## config.mk

```make
export PLATFORM = sky130hd
export DESIGN_NAME = muldiv_sched_flat
export DESIGN_NICKNAME = d
export VERILOG_FILES = /design/src/rtl/muldiv_sched_if.sv /design/src/rtl/muldiv_sched.sv /design/src/flat_wrapper.sv
export SDC_FILE = /design/constraint.sdc
export NUM_CORES = 2
export LEC_CHECK = 0
export CAP_MARGIN = 20
export CORE_UTILIZATION = 40
export DETAILED_ROUTE_END_ITERATION = 8
export HOLD_SLACK_MARGIN = 0.15
export MAX_ROUTING_LAYER = met4
export PLACE_DENSITY = 0.57
export SLEW_MARGIN = 15
export SYNTH_ARGS = -nofsm -noshare
export SYNTH_HDL_FRONTEND = slang
export SYNTH_SLANG_ARGS = --single-unit
```

## constraint.sdc

```tcl
create_clock -name clk -period 8.45 [get_ports clk]
set_clock_uncertainty 0.2 [all_clocks]
set_input_delay 2.535 -clock clk [delete_from_list [all_inputs] [get_ports clk]]
set_output_delay 2.535 -clock clk [all_outputs]
set_load 0.02 [all_outputs]
```

## src/rtl/muldiv_sched_if.sv

```systemverilog
// Request/response bundle between the issue slots, the M-extension scheduler
// and writeback.
//   master : issue + writeback side. Drives the requests and resp_ready.
//   slave  : scheduler side. Drives the request readies and the tagged result.
// Handshake: a request or response transfers on a rising edge where its
// valid and ready are both high. A request holds its payload while it is not
// yet accepted. The scheduler holds resp_* stable while resp_valid=1 and
// resp_ready=0.
interface muldiv_sched_if #(
    parameter int XLEN  = 32,
    parameter int TAG_W = 5
);
    logic             req_a_valid;
    logic [4:0]       req_a_op;
    logic [XLEN-1:0]  req_a_rs1;
    logic [XLEN-1:0]  req_a_rs2;
    logic [TAG_W-1:0] req_a_tag;
    logic             req_a_ready;
    logic             req_b_valid;
    logic [4:0]       req_b_op;
    logic [XLEN-1:0]  req_b_rs1;
    logic [XLEN-1:0]  req_b_rs2;
    logic [TAG_W-1:0] req_b_tag;
    logic             req_b_ready;
    logic             resp_valid;
    logic             resp_ready;
    logic [XLEN-1:0]  resp_data;
    logic [TAG_W-1:0] resp_tag;
    logic             resp_src;

    modport master (
        output req_a_valid, req_a_op, req_a_rs1, req_a_rs2, req_a_tag,
        output req_b_valid, req_b_op, req_b_rs1, req_b_rs2, req_b_tag,
        output resp_ready,
        input  req_a_ready, req_b_ready,
        input  resp_valid, resp_data, resp_tag, resp_src
    );

    modport slave (
        input  req_a_valid, req_a_op, req_a_rs1, req_a_rs2, req_a_tag,
        input  req_b_valid, req_b_op, req_b_rs1, req_b_rs2, req_b_tag,
        input  resp_ready,
        output req_a_ready, req_b_ready,
        output resp_valid, resp_data, resp_tag, resp_src
    );
endinterface

```

## src/rtl/muldiv_sched.sv

```systemverilog
// Shared mul/div/rem scheduler for the two issue slots. It runs one op at a
// time: a fixed-latency multiply, or a radix-2 restoring divide that takes one
// iteration per cycle. The tagged result is returned over the resp handshake.
// Ports:
//   clk, rst_n  clock, asynchronous active-low reset
//   flush       synchronous abort of the in-flight op or the pending response
//   bus         slave side of muldiv_sched_if (slot A/B requests, response)
//   busy        high whenever the FSM is not IDLE
//   dbg_state   current FSM state (0 IDLE, 1 MUL, 2 DIV, 3 RESP)
module muldiv_sched #(
    parameter int XLEN    = 32,
    parameter int TAG_W   = 5,
    parameter int MUL_LAT = 2
) (
    input  logic          clk,
    input  logic          rst_n,
    input  logic          flush,
    muldiv_sched_if.slave bus,
    output logic          busy,
    output logic [1:0]    dbg_state
);
    localparam logic [4:0] OP_MUL    = 5'b10110;
    localparam logic [4:0] OP_MULH   = 5'b10010;
    localparam logic [4:0] OP_MULHSU = 5'b10001;
    localparam logic [4:0] OP_MULHU  = 5'b10000;
    localparam logic [4:0] OP_DIV    = 5'b11000;
    localparam logic [4:0] OP_DIVU   = 5'b11010;
    localparam logic [4:0] OP_REM    = 5'b11100;
    localparam logic [4:0] OP_REMU   = 5'b11110;

    localparam int              CW       = $clog2(XLEN + 1);
    localparam logic [CW-1:0]   MUL_LAST = CW'(MUL_LAT - 1);
    localparam logic [CW-1:0]   DIV_LAST = CW'(XLEN - 1);
    localparam logic [XLEN-1:0] INT_MIN  = {1'b1, {(XLEN-1){1'b0}}};

    typedef enum logic [1:0] {S_IDLE, S_MUL, S_DIV, S_RESP} state_e;

    state_e           state_q, state_d;
    logic [4:0]       op_q, op_d;
    logic [XLEN-1:0]  a_q, a_d;      // mul: rs1; div: dividend shifting into quotient
    logic [XLEN-1:0]  b_q, b_d;      // mul: rs2; div: divisor magnitude
    logic [XLEN-1:0]  rem_q, rem_d;  // partial remainder
    logic [CW-1:0]    cnt_q, cnt_d;
    logic [TAG_W-1:0] tag_q, tag_d;
    logic             src_q, src_d;
    logic             quo_neg_q, quo_neg_d;
    logic             rem_neg_q, rem_neg_d;
    logic             resp_valid_q, resp_valid_d;
    logic [XLEN-1:0]  resp_data_q, resp_data_d;

    logic             ready_a, ready_b, acc_a, acc_b;
    logic [4:0]       in_op;
    logic [XLEN-1:0]  in_rs1, in_rs2;
    logic [TAG_W-1:0] in_tag;
    logic             in_is_mul, in_is_div, in_sgn, in_rem;
    logic [2*XLEN-1:0] prod;
    logic [XLEN-1:0]  mul_res, step_rem, step_quo, div_res;
    logic [XLEN:0]    rem_shift, diff;

    always_comb begin
        // Slot A is older, so it always wins; B only sees ready when A is idle.
        ready_a = rst_n & (state_q == S_IDLE) & ~flush;
        ready_b = ready_a & ~bus.req_a_valid;
        acc_a   = ready_a & bus.req_a_valid;
        acc_b   = ready_b & bus.req_b_valid;

        in_op     = acc_a ? bus.req_a_op  : bus.req_b_op;
        in_rs1    = acc_a ? bus.req_a_rs1 : bus.req_b_rs1;
        in_rs2    = acc_a ? bus.req_a_rs2 : bus.req_b_rs2;
        in_tag    = acc_a ? bus.req_a_tag : bus.req_b_tag;
        in_is_mul = (in_op == OP_MUL) || (in_op == OP_MULH) ||
                    (in_op == OP_MULHSU) || (in_op == OP_MULHU);
        in_is_div = (in_op == OP_DIV) || (in_op == OP_DIVU) ||
                    (in_op == OP_REM) || (in_op == OP_REMU);
        in_sgn    = (in_op == OP_DIV) || (in_op == OP_REM);
        in_rem    = (in_op == OP_REM) || (in_op == OP_REMU);

        // Operands are extended to 2*XLEN so the truncated product is exact for
        // every signedness mix.
        prod = {{XLEN{((op_q == OP_MULH) || (op_q == OP_MULHSU)) & a_q[XLEN-1]}}, a_q} *
               {{XLEN{(op_q == OP_MULH) & b_q[XLEN-1]}}, b_q};
        mul_res = (op_q == OP_MUL) ? prod[XLEN-1:0] : prod[2*XLEN-1:XLEN];

        // One restoring step: shift in the next dividend bit, subtract if it fits.
        rem_shift = {rem_q, a_q[XLEN-1]};
        diff      = rem_shift - {1'b0, b_q};
        step_rem  = diff[XLEN] ? rem_shift[XLEN-1:0] : diff[XLEN-1:0];
        step_quo  = {a_q[XLEN-2:0], ~diff[XLEN]};
        if ((op_q == OP_REM) || (op_q == OP_REMU))
            div_res = rem_neg_q ? -step_rem : step_rem;
        else
            div_res = quo_neg_q ? -step_quo : step_quo;

        state_d      = state_q;
        op_d         = op_q;
        a_d          = a_q;
        b_d          = b_q;
        rem_d        = rem_q;
        cnt_d        = cnt_q;
        tag_d        = tag_q;
        src_d        = src_q;
        quo_neg_d    = quo_neg_q;
        rem_neg_d    = rem_neg_q;
        resp_valid_d = resp_valid_q;
        resp_data_d  = resp_data_q;

        case (state_q)
            S_IDLE: begin
                if (acc_a || acc_b) begin
                    op_d  = in_op;
                    tag_d = in_tag;
                    src_d = acc_b;
                    cnt_d = '0;
                    if (in_is_mul) begin
                        a_d     = in_rs1;
                        b_d     = in_rs2;
                        state_d = S_MUL;
                    end else if (in_is_div && (in_rs2 == '0)) begin
                        resp_data_d  = in_rem ? in_rs1 : '1;
                        resp_valid_d = 1'b1;
                        state_d      = S_RESP;
                    end else if (in_sgn && (in_rs1 == INT_MIN) && (in_rs2 == '1)) begin
                        resp_data_d  = in_rem ? '0 : INT_MIN;
                        resp_valid_d = 1'b1;
                        state_d      = S_RESP;
                    end else if (in_is_div) begin
                        a_d       = (in_sgn && in_rs1[XLEN-1]) ? -in_rs1 : in_rs1;
                        b_d       = (in_sgn && in_rs2[XLEN-1]) ? -in_rs2 : in_rs2;
                        rem_d     = '0;
                        quo_neg_d = in_sgn & (in_rs1[XLEN-1] ^ in_rs2[XLEN-1]);
                        rem_neg_d = in_sgn & in_rs1[XLEN-1];
                        state_d   = S_DIV;
                    end else begin
                        resp_data_d  = '0;
                        resp_valid_d = 1'b1;
                        state_d      = S_RESP;
                    end
                end
            end
            S_MUL: begin
                cnt_d = cnt_q + CW'(1);
                if (cnt_q == MUL_LAST) begin
                    resp_data_d  = mul_res;
                    resp_valid_d = 1'b1;
                    state_d      = S_RESP;
                end
            end
            S_DIV: begin
                a_d   = step_quo;
                rem_d = step_rem;
                cnt_d = cnt_q + CW'(1);
                if (cnt_q == DIV_LAST) begin
                    resp_data_d  = div_res;
                    resp_valid_d = 1'b1;
                    state_d      = S_RESP;
                end
            end
            S_RESP: begin
                if (bus.resp_ready) begin
                    resp_valid_d = 1'b0;
                    state_d      = S_IDLE;
                end
            end
            default: state_d = S_IDLE;
        endcase

        // Flush drops everything, including a response that would hand off now.
        if (flush) begin
            state_d      = S_IDLE;
            resp_valid_d = 1'b0;
        end
    end

    always_ff @(posedge clk or negedge rst_n) begin
        if (!rst_n) begin
            state_q      <= S_IDLE;
            op_q         <= '0;
            a_q          <= '0;
            b_q          <= '0;
            rem_q        <= '0;
            cnt_q        <= '0;
            tag_q        <= '0;
            src_q        <= 1'b0;
            quo_neg_q    <= 1'b0;
            rem_neg_q    <= 1'b0;
            resp_valid_q <= 1'b0;
            resp_data_q  <= '0;
        end else begin
            state_q      <= state_d;
            op_q         <= op_d;
            a_q          <= a_d;
            b_q          <= b_d;
            rem_q        <= rem_d;
            cnt_q        <= cnt_d;
            tag_q        <= tag_d;
            src_q        <= src_d;
            quo_neg_q    <= quo_neg_d;
            rem_neg_q    <= rem_neg_d;
            resp_valid_q <= resp_valid_d;
            resp_data_q  <= resp_data_d;
        end
    end

    assign bus.req_a_ready = ready_a;
    assign bus.req_b_ready = ready_b;
    assign bus.resp_valid  = resp_valid_q;
    assign bus.resp_data   = resp_data_q;
    assign bus.resp_tag    = tag_q;
    assign bus.resp_src    = src_q;
    assign busy            = (state_q != S_IDLE);
    assign dbg_state       = state_q;
endmodule

```

## src/flat_wrapper.sv

```systemverilog
// flat-port wrapper written by rule: the top's interface ports become plain ports
module muldiv_sched_flat 
#(
    parameter int XLEN    = 32,
    parameter int TAG_W   = 5,
    parameter int MUL_LAT = 2
)
  (clk, rst_n, flush, busy, dbg_state, bus_req_a_valid, bus_req_a_op, bus_req_a_rs1, bus_req_a_rs2, bus_req_a_tag, bus_req_b_valid, bus_req_b_op, bus_req_b_rs1, bus_req_b_rs2, bus_req_b_tag, bus_resp_ready, bus_req_a_ready, bus_req_b_ready, bus_resp_valid, bus_resp_data, bus_resp_tag, bus_resp_src);
  muldiv_sched_if #(.XLEN(XLEN), .TAG_W(TAG_W)) bus_i ();
  input  logic clk;
  input  logic rst_n;
  input  logic flush;
  output logic busy;
  output logic [1:0] dbg_state;
  input wire logic [$bits(bus_i.req_a_valid)-1:0] bus_req_a_valid;
  input wire logic [$bits(bus_i.req_a_op)-1:0] bus_req_a_op;
  input wire logic [$bits(bus_i.req_a_rs1)-1:0] bus_req_a_rs1;
  input wire logic [$bits(bus_i.req_a_rs2)-1:0] bus_req_a_rs2;
  input wire logic [$bits(bus_i.req_a_tag)-1:0] bus_req_a_tag;
  input wire logic [$bits(bus_i.req_b_valid)-1:0] bus_req_b_valid;
  input wire logic [$bits(bus_i.req_b_op)-1:0] bus_req_b_op;
  input wire logic [$bits(bus_i.req_b_rs1)-1:0] bus_req_b_rs1;
  input wire logic [$bits(bus_i.req_b_rs2)-1:0] bus_req_b_rs2;
  input wire logic [$bits(bus_i.req_b_tag)-1:0] bus_req_b_tag;
  input wire logic [$bits(bus_i.resp_ready)-1:0] bus_resp_ready;
  output wire logic [$bits(bus_i.req_a_ready)-1:0] bus_req_a_ready;
  output wire logic [$bits(bus_i.req_b_ready)-1:0] bus_req_b_ready;
  output wire logic [$bits(bus_i.resp_valid)-1:0] bus_resp_valid;
  output wire logic [$bits(bus_i.resp_data)-1:0] bus_resp_data;
  output wire logic [$bits(bus_i.resp_tag)-1:0] bus_resp_tag;
  output wire logic [$bits(bus_i.resp_src)-1:0] bus_resp_src;
  assign bus_i.req_a_valid = bus_req_a_valid;
  assign bus_i.req_a_op = bus_req_a_op;
  assign bus_i.req_a_rs1 = bus_req_a_rs1;
  assign bus_i.req_a_rs2 = bus_req_a_rs2;
  assign bus_i.req_a_tag = bus_req_a_tag;
  assign bus_i.req_b_valid = bus_req_b_valid;
  assign bus_i.req_b_op = bus_req_b_op;
  assign bus_i.req_b_rs1 = bus_req_b_rs1;
  assign bus_i.req_b_rs2 = bus_req_b_rs2;
  assign bus_i.req_b_tag = bus_req_b_tag;
  assign bus_i.resp_ready = bus_resp_ready;
  assign bus_req_a_ready = bus_i.req_a_ready;
  assign bus_req_b_ready = bus_i.req_b_ready;
  assign bus_resp_valid = bus_i.resp_valid;
  assign bus_resp_data = bus_i.resp_data;
  assign bus_resp_tag = bus_i.resp_tag;
  assign bus_resp_src = bus_i.resp_src;
  muldiv_sched #(.XLEN(XLEN), .TAG_W(TAG_W), .MUL_LAT(MUL_LAT)) u_core (.clk(clk), .rst_n(rst_n), .flush(flush), .bus(bus_i), .busy(busy), .dbg_state(dbg_state));
endmodule
```

==> qor.yml <==
clock_tree:
  clock_latency_ps: 480
  clockBufferDepth: 2
  cts_hold_buf: 0
  cts_tree: "built"
  clock-root-buffer: "clkbuf_16"
  clk_pin_slew_ps: 80
  cts_num_sinks: 150
  cts-buffers-inserted: 17
  htree_levels: 4
logic_synthesis:
  synth_flop_cell: "dfrtp_1"
  syn-num-nets: 7675
  ys_ff_latch: 150
  synth_edf_count: 0
  synth_area_leaders: "fa_1 43%, inv_1 9.0%, nand2_1 7.7%"
  yosys.area.top_type_share_pct: 43.25
  avgSynthCellArea_um2: 8.489
  syn_area_um2: 52120
  yosysTopAreaCell: "fa_1"
  ys_seq_area_share_pct: 7.202
  netlist_instances: 6139
  synth_warnings: 0
  async_reset_ff_share_pct: 100.0
  synth_cell_types: 98
sta:
  worstMarginPinSlew_ps: 1153
  slew_violations: 0
  rsz0062_at_grt: "yes"
  fin_crit_ps: 8548
  post-route-period-util_pct: 101.2
  setup_viol: 6
  setup_ws_ps: -98.09
  fmax_mhz: 117.0
  slew_headroom_pct: 22.86
  hold_violations: 0
placement:
  io_buffers: 197
  dpl_cell_area_um2: 59600
  place_congestion: 1.004
  placedCellCount: 8226
  preCtsSetupSlack_ps: -482.8
  dpl.hpwl_mm: 157.4
floorplan:
  fp.dieH_um: 363.0
  rows: 132
  io_pins: 198
  start_util_pct: 40.30
  die_area_um2: 131700
  coreArea_um2: 129300
  die_w_um: 363.0
setup_path:
  cp-end-kind: "flip-flop"
  worstPathMaxFanout: 7
  cp_data_required_time_ps: 8610
  crit_arrival_ps: 8700
  critPathMaxStageDelay_ps: 590
  cp_common_cell: "fa_1"
  crit_slowest_cell: "fa_2"
  criticalPathCategory: "reg -> reg"
  start_kind: "flip-flop"
  rrSetupSlack_ps: -100
finish:
  fin_nets: 8066
  n_fill_cell: 12508
  syn_to_final_growth_pct: 18.19
  drive_above_1_share_pct: 12.35
  instances_no_fill: 8288
  final_cell_area_um2: 61600
hold_path:
  hold_path_class: "reg -> reg"
grt:
  grt_max_degree: 153
  track_usage_pct: 29.59
  grt_pass1_vias: 45314
  grt_pass1_wl_mm: 284.0
  antenna_found_initial: 5
  grt_remaining_overflow: 0
routing:
  drt_iter0_drc: 3757
  vias_per_cell: 5.319
  vias: 44083
  firstDrtPassIters: 6
  wl_per_cell_um: 22.42
  drc: 0
  postRouteAntennaNets: 0
  drt-total-wl_mm: 185.8
run_status:
  failed_checks: "negative setup slack"
  run_status: "complete, but fails checks"
flow_run:
  max-cap-violations: 0
## timing repair
action / CTS / global route
buffers inserted: 10 / 20
pin swaps: 26 / 105
resized for setup: 67 / 181
endpoints found under the setup margin: 25 / 31
cloned: 1 / 1
## state kept, by name, summed over array words and instances (netlist names)
register,count
u_core.a_q,32
u_core.quo_neg_q,1
u_core.op_q,5
u_core.bus.resp_src,1
u_core.rem_q,32
u_core.cnt_q,6
u_core.b_q,32
u_core.bus.resp_tag,5
u_core.bus.resp_valid,1
u_core.bus.resp_data,32
u_core.rem_neg_q,1
u_core.dbg_state,2
## worst max-delay path: cells and delay by family, from the launching register on
family | cells | cell delay (ps)
fa+ha+maj | 9 | 4420
flops | 1 | 430
buf+inv | 10 | 810
simple gates | 3 | 860
compound gates | 11 | 1710
## cell usage after synthesis, types with 13 or more instances
cell type and number:
nand4_1 26, o211ai_1 16, buf_1 41, buf_2 31, nand3_1 57, nand2b_1 18
nand2_1 1073, clkbuf_1 284, xor2_1 101, o21a_1 17, a21o_1 45, xnor2_1 113
and2_1 293, or3_1 16, a21oi_1 207, o21bai_1 19, dfrtp_1 150, and3_1 26
inv_1 1244, fa_1 1126, nor4_1 20, o22ai_1 18, o41ai_1 14, o21ai_0 165
o31ai_1 41, nor2_1 252, mux2i_1 100, o21ai_1 13, a31oi_1 43, ha_1 256
a211oi_1 23, nor3_1 79
## cells by family (layout without fill, tap and decap cells)
group	Yosys count	after routing	share of synthesized area (%)
and+or+nand+nor	1937	1937	16.84
DFF	150	150	7.202
adders and majority gates	1382	1382	49.40
muxes	106	106	2.077
buffers and inverters	1614	2018	11.81
AOI/OAI and AO/OA	736	736	9.075
xor gates and xnor gates	214	214	3.596
other	0	3	0
## area by class of cell
cell class	count	area, um^2	area share, %
tap	1742	2180	3.538
clock buffer	22	474.2	0.7698
sequential	150	3762	6.108
timing repair buffer	741	7116	11.55
antenna	3	7.507	0.01219
clock inverter	10	73.82	0.1198
inverter	1245	4676	7.591
multi-input combinational	4375	43310	70.31
## through the flow
| step | setup TNS, ps | util [%] | hold WS, ps |
|---|---|---|---|
| floorplan | 0 | - | 267.3 |
| global placement | -2006 | 46.09 | 265.0 |
| detailed placement | -4662 | 46.09 | 270.8 |
| CTS | -68.71 | 46.84 | 287.1 |
| global route | -3716 | 47.63 | 346.5 |
| finish | -268.2 | 47.63 | 290.8 |
## metal layers
layer / part of all wire, % / global-route usage [%]
met2: 46 / 45.10
met4: 2.5 / 6.809
met1: 43 / 40.73
met5: 0 / -
met3: 8.3 / 5.623
## worst paths after layout
| path | cells after the start | endpoint | from |
|---|---|---|---|
| worst max-delay path | 33 | u_core.bus.resp_data[31] | u_core.op_q[1] |
| worst min-delay path | 2 | u_core.quo_neg_q | u_core.quo_neg_q |
| worst max register to register | 33 | u_core.bus.resp_data[31] | u_core.op_q[1] |
| worst min register to register | 2 | u_core.quo_neg_q | u_core.quo_neg_q |
| max in group asynchronous | 2 | u_core.a_q[13] | rst_n |
| min in group asynchronous | 2 | u_core.cnt_q[4] | rst_n |
## cells in the final DEF (no fill, tap or decap), types with 12 or more instances in the layout
master	instances
inv_1	1221
fa_1	1113
nand2_1	1063
buf_4	446
and2_1	292
nor2_1	245
ha_1	235
clkdlybuf4s50_1	196
a21oi_1	182
o21ai_0	150
dfrtp_1	143
xnor2_1	106
mux2i_1	100
xor2_1	97
nor3_1	75
buf_12	75
nand3_1	54
a21o_1	45
a31oi_1	39
o31ai_1	39
nand4_1	26
and3_1	26
inv_2	23
a21oi_2	21
o21ai_1	21
buf_6	21
ha_4	19
nor4_1	18
a211oi_1	18
clkbuf_16	18
o21bai_1	17
o21a_1	17
o22ai_1	16
o211ai_1	16
or3_1	15
nand2b_1	15
o41ai_1	13
fa_2	13
or2_2	12
Power is left out: the tool's default activity adds up to more than one toggle a clock period on the data nets, which glitch-free logic cannot reach.
